[src/rtl/dma_addr_seq.sv]
// Registered 2-D strided DMA address sequencer with optional read-modify-write,
// page-crossing stall and req/ack memory handshake. Optional element counter: DMA_ADDR_SEQ_XFER_CNT_EN.
module dma_addr_seq #(
  parameter int ADDR_W     = 16,
  parameter int CNT_W      = 8,
  parameter int PAGE_SHIFT = 8
) (
  input  logic              clk,
  input  logic              rst,
  input  logic              start,
  input  logic              rmw,
  input  logic [ADDR_W-1:0] base_addr,
  input  logic [CNT_W-1:0]  x_len,
  input  logic [CNT_W-1:0]  y_len,
  input  logic [ADDR_W-1:0] x_stride,
  input  logic [ADDR_W-1:0] y_stride,
  input  logic              abort,
  input  logic              page_ack,
  input  logic              mem_ack,
  output logic              mem_req,
  output logic              mem_we,
  output logic [ADDR_W-1:0] mem_addr,
  output logic              page_cross,
  output logic              busy,
  output logic              done,
  output logic              aborted,
  output logic [2:0]        st
`ifdef DMA_ADDR_SEQ_XFER_CNT_EN
  ,
  output logic [2*CNT_W-1:0] xfer_cnt
`endif
);

  localparam logic [2:0] IDLE  = 3'd0;
  localparam logic [2:0] READ  = 3'd1;
  localparam logic [2:0] WRITE = 3'd2;
  localparam logic [2:0] ADV   = 3'd3;
  localparam logic [2:0] PAGE  = 3'd4;
  localparam logic [2:0] DONE  = 3'd5;

  logic [ADDR_W-1:0] addr;
  logic [ADDR_W-1:0] row_base;
  logic [CNT_W-1:0]  xcnt;
  logic [CNT_W-1:0]  ycnt;
  logic              rmw_q;
  logic [CNT_W-1:0]  x_len_q;
  logic [CNT_W-1:0]  y_len_q;
  logic [ADDR_W-1:0] x_stride_q;
  logic [ADDR_W-1:0] y_stride_q;

  logic              row_end;
  logic              last_row;
  logic [ADDR_W-1:0] row_next;
  logic [ADDR_W-1:0] step_addr;
  logic              page_chg;

  // Advance decode: next address is either the in-row step or the next row start.
  always_comb begin
    row_end   = 1'b0;
    last_row  = 1'b0;
    row_next  = '0;
    step_addr = '0;
    page_chg  = 1'b0;
    row_end   = !(xcnt < (x_len_q - CNT_W'(1)));
    last_row  = (ycnt == (y_len_q - CNT_W'(1)));
    row_next  = row_base + y_stride_q;
    step_addr = row_end ? row_next : (addr + x_stride_q);
    page_chg  = (step_addr[ADDR_W-1:PAGE_SHIFT] != addr[ADDR_W-1:PAGE_SHIFT]);
  end

  always_ff @(posedge clk) begin
    if (rst) begin
      st         <= IDLE;
      addr       <= '0;
      row_base   <= '0;
      xcnt       <= '0;
      ycnt       <= '0;
      rmw_q      <= 1'b0;
      x_len_q    <= '0;
      y_len_q    <= '0;
      x_stride_q <= '0;
      y_stride_q <= '0;
      aborted    <= 1'b0;
    end else begin
      case (st)
        IDLE: begin
          if (start) begin
            rmw_q      <= rmw;
            x_len_q    <= x_len;
            y_len_q    <= y_len;
            x_stride_q <= x_stride;
            y_stride_q <= y_stride;
            addr       <= base_addr;
            row_base   <= base_addr;
            xcnt       <= '0;
            ycnt       <= '0;
            aborted    <= 1'b0;
            st         <= ((x_len == '0) || (y_len == '0)) ? DONE : READ;
          end
        end
        READ: begin
          if (mem_ack) st <= rmw_q ? WRITE : ADV;
        end
        WRITE: begin
          if (mem_ack) st <= ADV;
        end
        ADV: begin
          if (abort) begin
            aborted <= 1'b1;
            st      <= DONE;
          end else if (!row_end) begin
            xcnt <= xcnt + CNT_W'(1);
            addr <= step_addr;
            st   <= page_chg ? PAGE : READ;
          end else if (last_row) begin
            st <= DONE;
          end else begin
            xcnt     <= '0;
            ycnt     <= ycnt + CNT_W'(1);
            row_base <= row_next;
            addr     <= step_addr;
            st       <= page_chg ? PAGE : READ;
          end
        end
        PAGE: begin
          if (page_ack) st <= READ;
        end
        DONE:    st <= IDLE;
        default: st <= IDLE;
      endcase
    end
  end

`ifdef DMA_ADDR_SEQ_XFER_CNT_EN
  always_ff @(posedge clk) begin
    if (rst) begin
      xfer_cnt <= '0;
    end else if ((st == IDLE) && start) begin
      xfer_cnt <= '0;
    end else if ((st == READ) && mem_ack) begin
      xfer_cnt <= xfer_cnt + (2*CNT_W)'(1);
    end
  end
`endif

  assign mem_req    = (st == READ) || (st == WRITE);
  assign mem_we     = (st == WRITE);
  assign page_cross = (st == PAGE);
  assign done       = (st == DONE);
  assign busy       = (st != IDLE);
  assign mem_addr   = addr;

endmodule

[config.mk]
export PLATFORM = sky130hd
export DESIGN_NAME = dma_addr_seq
export DESIGN_NICKNAME = d
export VERILOG_FILES = /design/src/rtl/dma_addr_seq.sv
export SDC_FILE = /design/constraint.sdc
export NUM_CORES = 1
export LEC_CHECK = 0
export ABC_AREA = 1
export CORE_MARGIN = 2
export CORE_UTILIZATION = 55
export CTS_CLUSTER_DIAMETER = 30
export DETAILED_ROUTE_END_ITERATION = 16
export GPL_TIMING_DRIVEN = 0
export PLACE_DENSITY_LB_ADDON = 0.1
export SYNTH_ARGS = -nofsm -noshare
export SYNTH_HDL_FRONTEND = slang
export SYNTH_SLANG_ARGS = --single-unit
[constraint.sdc]
create_clock -name clk -period 3.7 [get_ports clk]
set_clock_uncertainty 0.2 [all_clocks]
set_input_delay 0.925 -clock clk [delete_from_list [all_inputs] [get_ports clk]]
set_output_delay 0.925 -clock clk [all_outputs]
set_load 0.02 [all_outputs]
# Word-level counts from Yosys, hierarchy flattened
# Cells that the tools add are included.
dict set report word_totals {
  reg_bits 101
  in_bits 71
  out_inout_bits 25
  wordCells 79
}
dict set report classes {
  n_addsub 6
  magnitude_cmp 1
  eq_ne 16
  mux 33
  reduce_logical 12
}
# op n
set ops {}
lappend ops {{$mux 16} 8}
lappend ops {{$pmux 16 s2} 2}
lappend ops {{$mux 8} 7}
lappend ops {{$add 16x16->16} 2}
lappend ops {{$pmux 8 s2} 2}
lappend ops {{$mux 3} 9}
lappend ops {{$add 8x1->8 const B} 2}
lappend ops {{$logic_not 8->1} 2}
lappend ops {{$ne 2x2->1 const B} 8}
lappend ops {{$sub 8x1->8 const B} 2}
lappend ops {{$pmux 3 s5} 1}
lappend ops {{$eq 8x8->1} 1}
lappend ops {{$lt 8x8->1} 1}
lappend ops {{$ne 8x8->1} 1}
lappend ops {{$reduce_and 4->1} 2}
lappend ops {{$eq 3x2->1 const B} 2}
lappend ops {{$eq 3x3->1 const B} 2}
lappend ops {{$reduce_and 5->1} 1}
lappend ops {{$eq 3x1->1 const B} 1}
lappend ops {{$logic_not 3->1} 1}
lappend ops {{$mux 1} 3}
lappend ops {{$ne 3x3->1 const B} 1}
lappend ops {{$reduce_and 3->1} 1}
lappend ops {{$reduce_bool 3->1} 1}
lappend ops {{4 further kinds} 5}

# Depth between registers and ports, before layout
dict set report depth {
  ltp_word 9
  ltp_mapped 24
  depth_no_buf 23
}

# Worst setup path after synthesis
# OpenSTA, ideal clock, no wires.
dict set report synth_timing {
  path_type {register to register}
  startpoint {register x_len_q[0]}
  endpoint {register st[0]}
  setup_ns 0.067
  arrival_ns 2.526
  required_time_ns 3.433
  slack_ns 0.907
  path_stages_with_launch 23
  path_buffers 1
  period_less_slack_ns 2.793
  cell_sequence {dfxtp_1 inv_1 ha_1 nand2_1 nor3_1 xor2_1 ha_1 nand2_1 a21oi_1 nor2_1 nand2_1 a21oi_4 buf_6 nand3_2 nand3_1 nand2_1 nor2_2 nand3_1 nand2_1 nand2_1 nand2_1 nand2_1 a21oi_2}
}
dict set report synth_between {
  elab_chain_cells 9
}
# element line_no
set synth_rtl {}
lappend synth_rtl {{start: declaration} 46} ;# logic [CNT_W-1:0] x_len_q;
lappend synth_rtl {{start signal: assignment} 89} ;# x_len_q <= x_len;
lappend synth_rtl {{$sub 8x1->8 (*)} 64} ;# row_end = !(xcnt < (x_len_q - CNT_W'(1)));
lappend synth_rtl {{$lt 8x8->1 (*)} 64}
lappend synth_rtl {{$mux 16} 67} ;# step_addr = row_end ? row_next : (addr + x_stride_q);
lappend synth_rtl {{$ne 8x8->1} 68} ;# page_chg = (step_addr[ADDR_W-1:PAGE_SHIFT] != addr[ADDR_W-1:PAGE_SHIFT]);
lappend synth_rtl {{$mux 3} {114, 122}}
lappend synth_rtl {{$mux 3} 115} ;# end else if (last_row) begin
lappend synth_rtl {{$mux 3 (*)} 111} ;# end else if (!row_end) begin
lappend synth_rtl {{$mux 3 (*)} 108} ;# if (abort) begin
lappend synth_rtl {{$pmux 3 s5 (*)} 85} ;# case (st)
lappend synth_rtl {{end signal: assignment} 98} ;# st <= ((x_len == '0) || (y_len == '0)) ? DONE : READ;
lappend synth_rtl {{end signal: assignment} 114} ;# st <= page_chg ? PAGE : READ;
lappend synth_rtl {{end signal: assignment} 122} ;# st <= page_chg ? PAGE : READ;
lappend synth_rtl {{end: declaration} 27} ;# output logic [2:0] st
# Mark *: on every way between the ends. The rest lies on a longest branch, timed or not.
# A chain may end at the register's enable or synchronous reset.

# Final worst setup path
dict set report layout_timing {
  startpoint {register x_len_q[0]}
  endpoint {register addr[6], in the netlist mem_addr[6]}
}
dict set report layout_between {
  elab_chain_cells 7
  elab_cells_between_ends 9
  classes_between {add/sub (1); order compare (1); eq/ne (1); mux (5); reduce/logical (1)}
}
# element line_no
set layout_rtl {}
lappend layout_rtl {{$sub 8x1->8 (*)} 64}
lappend layout_rtl {{$lt 8x8->1 (*)} 64}
lappend layout_rtl {{$mux 16} 67}
lappend layout_rtl {{$mux 16} 115}
lappend layout_rtl {{$mux 16} 111}
lappend layout_rtl {{$mux 16} 108}
lappend layout_rtl {{$pmux 16 s2} 85}
lappend layout_rtl {{end signal: assignment} 93} ;# addr <= base_addr;
lappend layout_rtl {{end signal: assignment} 113} ;# addr <= step_addr;
lappend layout_rtl {{end signal: assignment} 121} ;# addr <= step_addr;
lappend layout_rtl {{end: declaration} 41} ;# logic [ADDR_W-1:0] addr;
# Mark *: on every way between the ends. The rest lies on a longest branch, timed or not. The select of a mux whose other input is x is not followed.

==> reports/qor.csv <==
stage;metric;value;unit
outcome;status;finished, final reports clean;
die;die_area;0.0137;mm²
synthesis;netlist_top_cells_count;nand2_1 (297), nand3_1 (132), inv_1 (117);
power;ir_drop;0.393;mV
timing;final_max_slew_viol_count;0;
synthesis;ys_types;41;
critical_path;critPathRequiredTime;3790;ps
die;core-area;0.0126;mm²
min_path;hold_class;reg -> reg;
final_layout;fill_cells;1222;
final_layout;area_growth;20.3;%
critical_path;reg2reg_depth;18;
critical_path;end_kind;register;
timing;finalSetupViolations;0;
place;hpwl;16900;µm
timing;hold_viol_final;0;
critical_path;cp_cell_sequence;inv_1, ha_1, nand2_1, nor3_1, xor2_1, ha_1, nand2_1, a21oi_1, nor2_1, nand2_1, a21oi_4, o21ai_2, inv_2, nand2_1, nand2_1, clkbuf_1, o21ai_0, a31oi_1;
global_route;gr-total-overflow;0;
die;io_pins;96;
final_layout;n_antenna_cell;0;
clocking;h-tree-depth;3;
synthesis;yosysMostFrequentCell;nand2_1;
die;initial_core_util;55.9;%
global_route;antenna_found_initial;0;
run;maxCapViolations;0;
die;die_y;117;µm
place;portBuffers;94;
critical_path;crit_path_start_kind;register;
critical_path;cp.arrival;3410;ps
clocking;clk_latency;360;ps
final_layout;drive_above_1_share;5.00;%
synthesis;syn_inst;1092;
min_path;hold_end;x_stride_q[3]$_SDFFE_PP0P_;
synthesis;yosys_most_used_dff;dfxtp_1;
critical_path;path_buf_inv;3;
clocking;cts_made_buffers;9;
clocking;hold_buffers;0;
critical_path;reg2reg_from;x_len_q[0]$_SDFFE_PP0P_;
synthesis;yosys.area.top_type;dfxtp_1;
min_path;worstHoldPathCells;2;
synthesis;ys_warn_count;0;
final_layout;final_nets;1311;
routing;drt_wl_total;21700;µm
global_route;grt_usage;32.9;%
synthesis;synth_seq_cells;101;
min_path;holdCritStartpoint;x_stride_q[3]$_SDFFE_PP0P_;
synthesis;async_flop_share;0;%
synthesis;synth.net_count;1206;
clocking;cts.sinks;101;
routing;drc;0;
routing;drtAntennaViolNets;0;
critical_path;cp_common_cell;nand2_1;
die;fp.dieW;117;µm
critical_path;cpPeakStageDelay;360;ps
clocking;cts_tree;built;
critical_path;crit_slowest_cell;clkbuf_1;
global_route;grt_pass1_vias;6949;
routing;wl_per_cell;15.8;µm
critical_path;worstReg2RegEnd;mem_addr[6]$_SDFFE_PP0P_;
synthesis;synth_area_per_cell;6.44;µm²
synthesis;synth_area_leaders;dfxtp_1 (29%), nand2_1 (16%), nand3_1 (9.4%);
global_route;grt_pass1_wl;34400;µm
synthesis;ys_seq_area_share;28.8;%
critical_path;path_max_fanout;10;
global_route;grt_max_degree;18;
critical_path;crit_type;reg -> reg;
place;post-place-ws;467;ps
synthesis;synth_edf_count;0;
routing;vias_per_cell;5.53;
final_layout;multi_input_area;0.00433;mm²
place;place_congestion;0.983;
timing;slew_headroom;42.7;%
clocking;clock_path_buffers;2;
critical_path;cp_top_family;compound AO/OA/AOI/OAI gates;
routing;drt-initial-drc-count;758;
routing;drtPass1Iterations;5;
die;row_count;41;
synthesis;synth_top_cell_area_share;28.8;%
clocking;cts_setup_buffers;0;
final_layout;seqCellArea;0.00202;mm²
timing;fin_ws;377;ps
final_layout;final_util;67.3;%
power;leakage;3.83;nW
timing;setup_tns;0;ps
timing;clock.fmax;0.301;GHz
clocking;cts_resized;0;
timing;rsz0062_at_grt;no;
power;p_per_area;677;mW/mm²
critical_path;r2r_setup_slack;380;ps
timing;worst_slew_pin_slew;855;ps
clocking;path_clk_slew;70;ps
synthesis;netlist_area;0.00703;mm²
routing;vias;7588;
clocking;root_buffer;clkbuf_16;
timing;post-route-min-period;3320;ps
timing;post-route-period-util;89.8;%
layout make-up:
type | instances | area share (%)
Multi-Input combinational cell | 823 | 51.2
Sequential cell | 101 | 23.9
Timing Repair Buffer | 94 | 11.1
Inverter | 126 | 5.62
Clock buffer | 9 | 2.66
Tap cell | 172 | 2.54
Buffer | 42 | 2.44
Clock inverter | 6 | 0.547
logic make-up (layout without fill, tap and decap cells):
logic type               count (synthesis)  after routing  synth area share [%]
adder cells (fa/ha/maj)                 43             43                  7.87
AND/OR/NAND/NOR                        553            553                  34.7
XOR/XNOR                                33             33                  4.11
AO/OA/AOI/OAI                          194            194                  14.9
buffers and inverters                  168            277                  9.70
flip-flops                             101            101                  28.8
worst max-delay path by stage:
stage,from,endpoint,cells past startpoint
2_1_floorplan,x_len_q[0]$_SDFFE_PP0P_,st[0]$_SDFFE_PP0P_,22
3_5_place_dp,x_len_q[0]$_SDFFE_PP0P_,st[0]$_SDFFE_PP0P_,22
4_1_cts,x_len_q[0]$_SDFFE_PP0P_,st[0]$_SDFFE_PP0P_,22
3_3_place_gp,x_len_q[0]$_SDFFE_PP0P_,st[0]$_SDFFE_PP0P_,22
5_1_grt,x_len_q[0]$_SDFFE_PP0P_,st[0]$_SDFFE_PP0P_,22
6_report,x_len_q[0]$_SDFFE_PP0P_,mem_addr[6]$_SDFFE_PP0P_,18
metal layers:
layer	global-route usage (%)	vias up	part of all wire (%)
li1	-	3825	-
met1	43.6	3429	44
met2	52.7	300	44
met3	7.26	34	8.7
met4	12.3	0	2.7
met5	0	-	0
registers in the layout, indices dropped and copies added, names as in the netlist:
signal,flops
aborted,1
mem_addr,16
rmw_q,1
row_base,16
st,3
x_len_q,8
x_stride_q,16
xcnt,8
y_len_q,8
y_stride_q,16
ycnt,8
cells in the final DEF (no fill, tap or decap), types with 3 or more instances in the layout:
master and n:
inv_1 117, nor4_1 5, nand3_1 132, dfxtp_1 101
and2_1 6, buf_2 3, nor2_2 6, clkdlybuf4s50_1 94
nand4_1 14, clkbuf_1 31, nand2_1 297, nor3_1 12
o21ai_1 5, nand3_2 5, nand2_2 3, a31oi_1 27
ha_1 41, nor2_1 59, buf_6 5, o21ai_0 66
nor3_2 6, clkbuf_16 9, xnor2_1 13, xor2_1 20
inv_2 8, a21oi_1 87
power by group:
part	switching, mW	internal [mW]
Clock	0.463	0.460
Combinational	2.00	1.15
Sequential	0.289	1.36
Total	2.75	2.97
worst min-delay path: cells and delay by family (launching register included):
family,cells,cell delay (ps)
flops,1,310
simple gates,1,60
compound gates,1,50
through the flow:
| stage | instance area, µm² | hold slack, ps | power [mW] | std cells |
|---|---|---|---|---|
| 3_3_place_gp | 8190 | 235 | 4.72 | 1358 |
| 5_1_grt | 8460 | 290 | 6.16 | 1373 |
| 3_5_place_dp | 8190 | 257 | 4.75 | 1358 |
| 6_report | 8460 | 265 | 5.72 | 1373 |
| 4_1_cts | 8460 | 270 | 5.69 | 1373 |
| 2_1_floorplan | 7030 | 238 | 3.76 | 1092 |
Note: power is estimated with default switching activity, not from simulation.
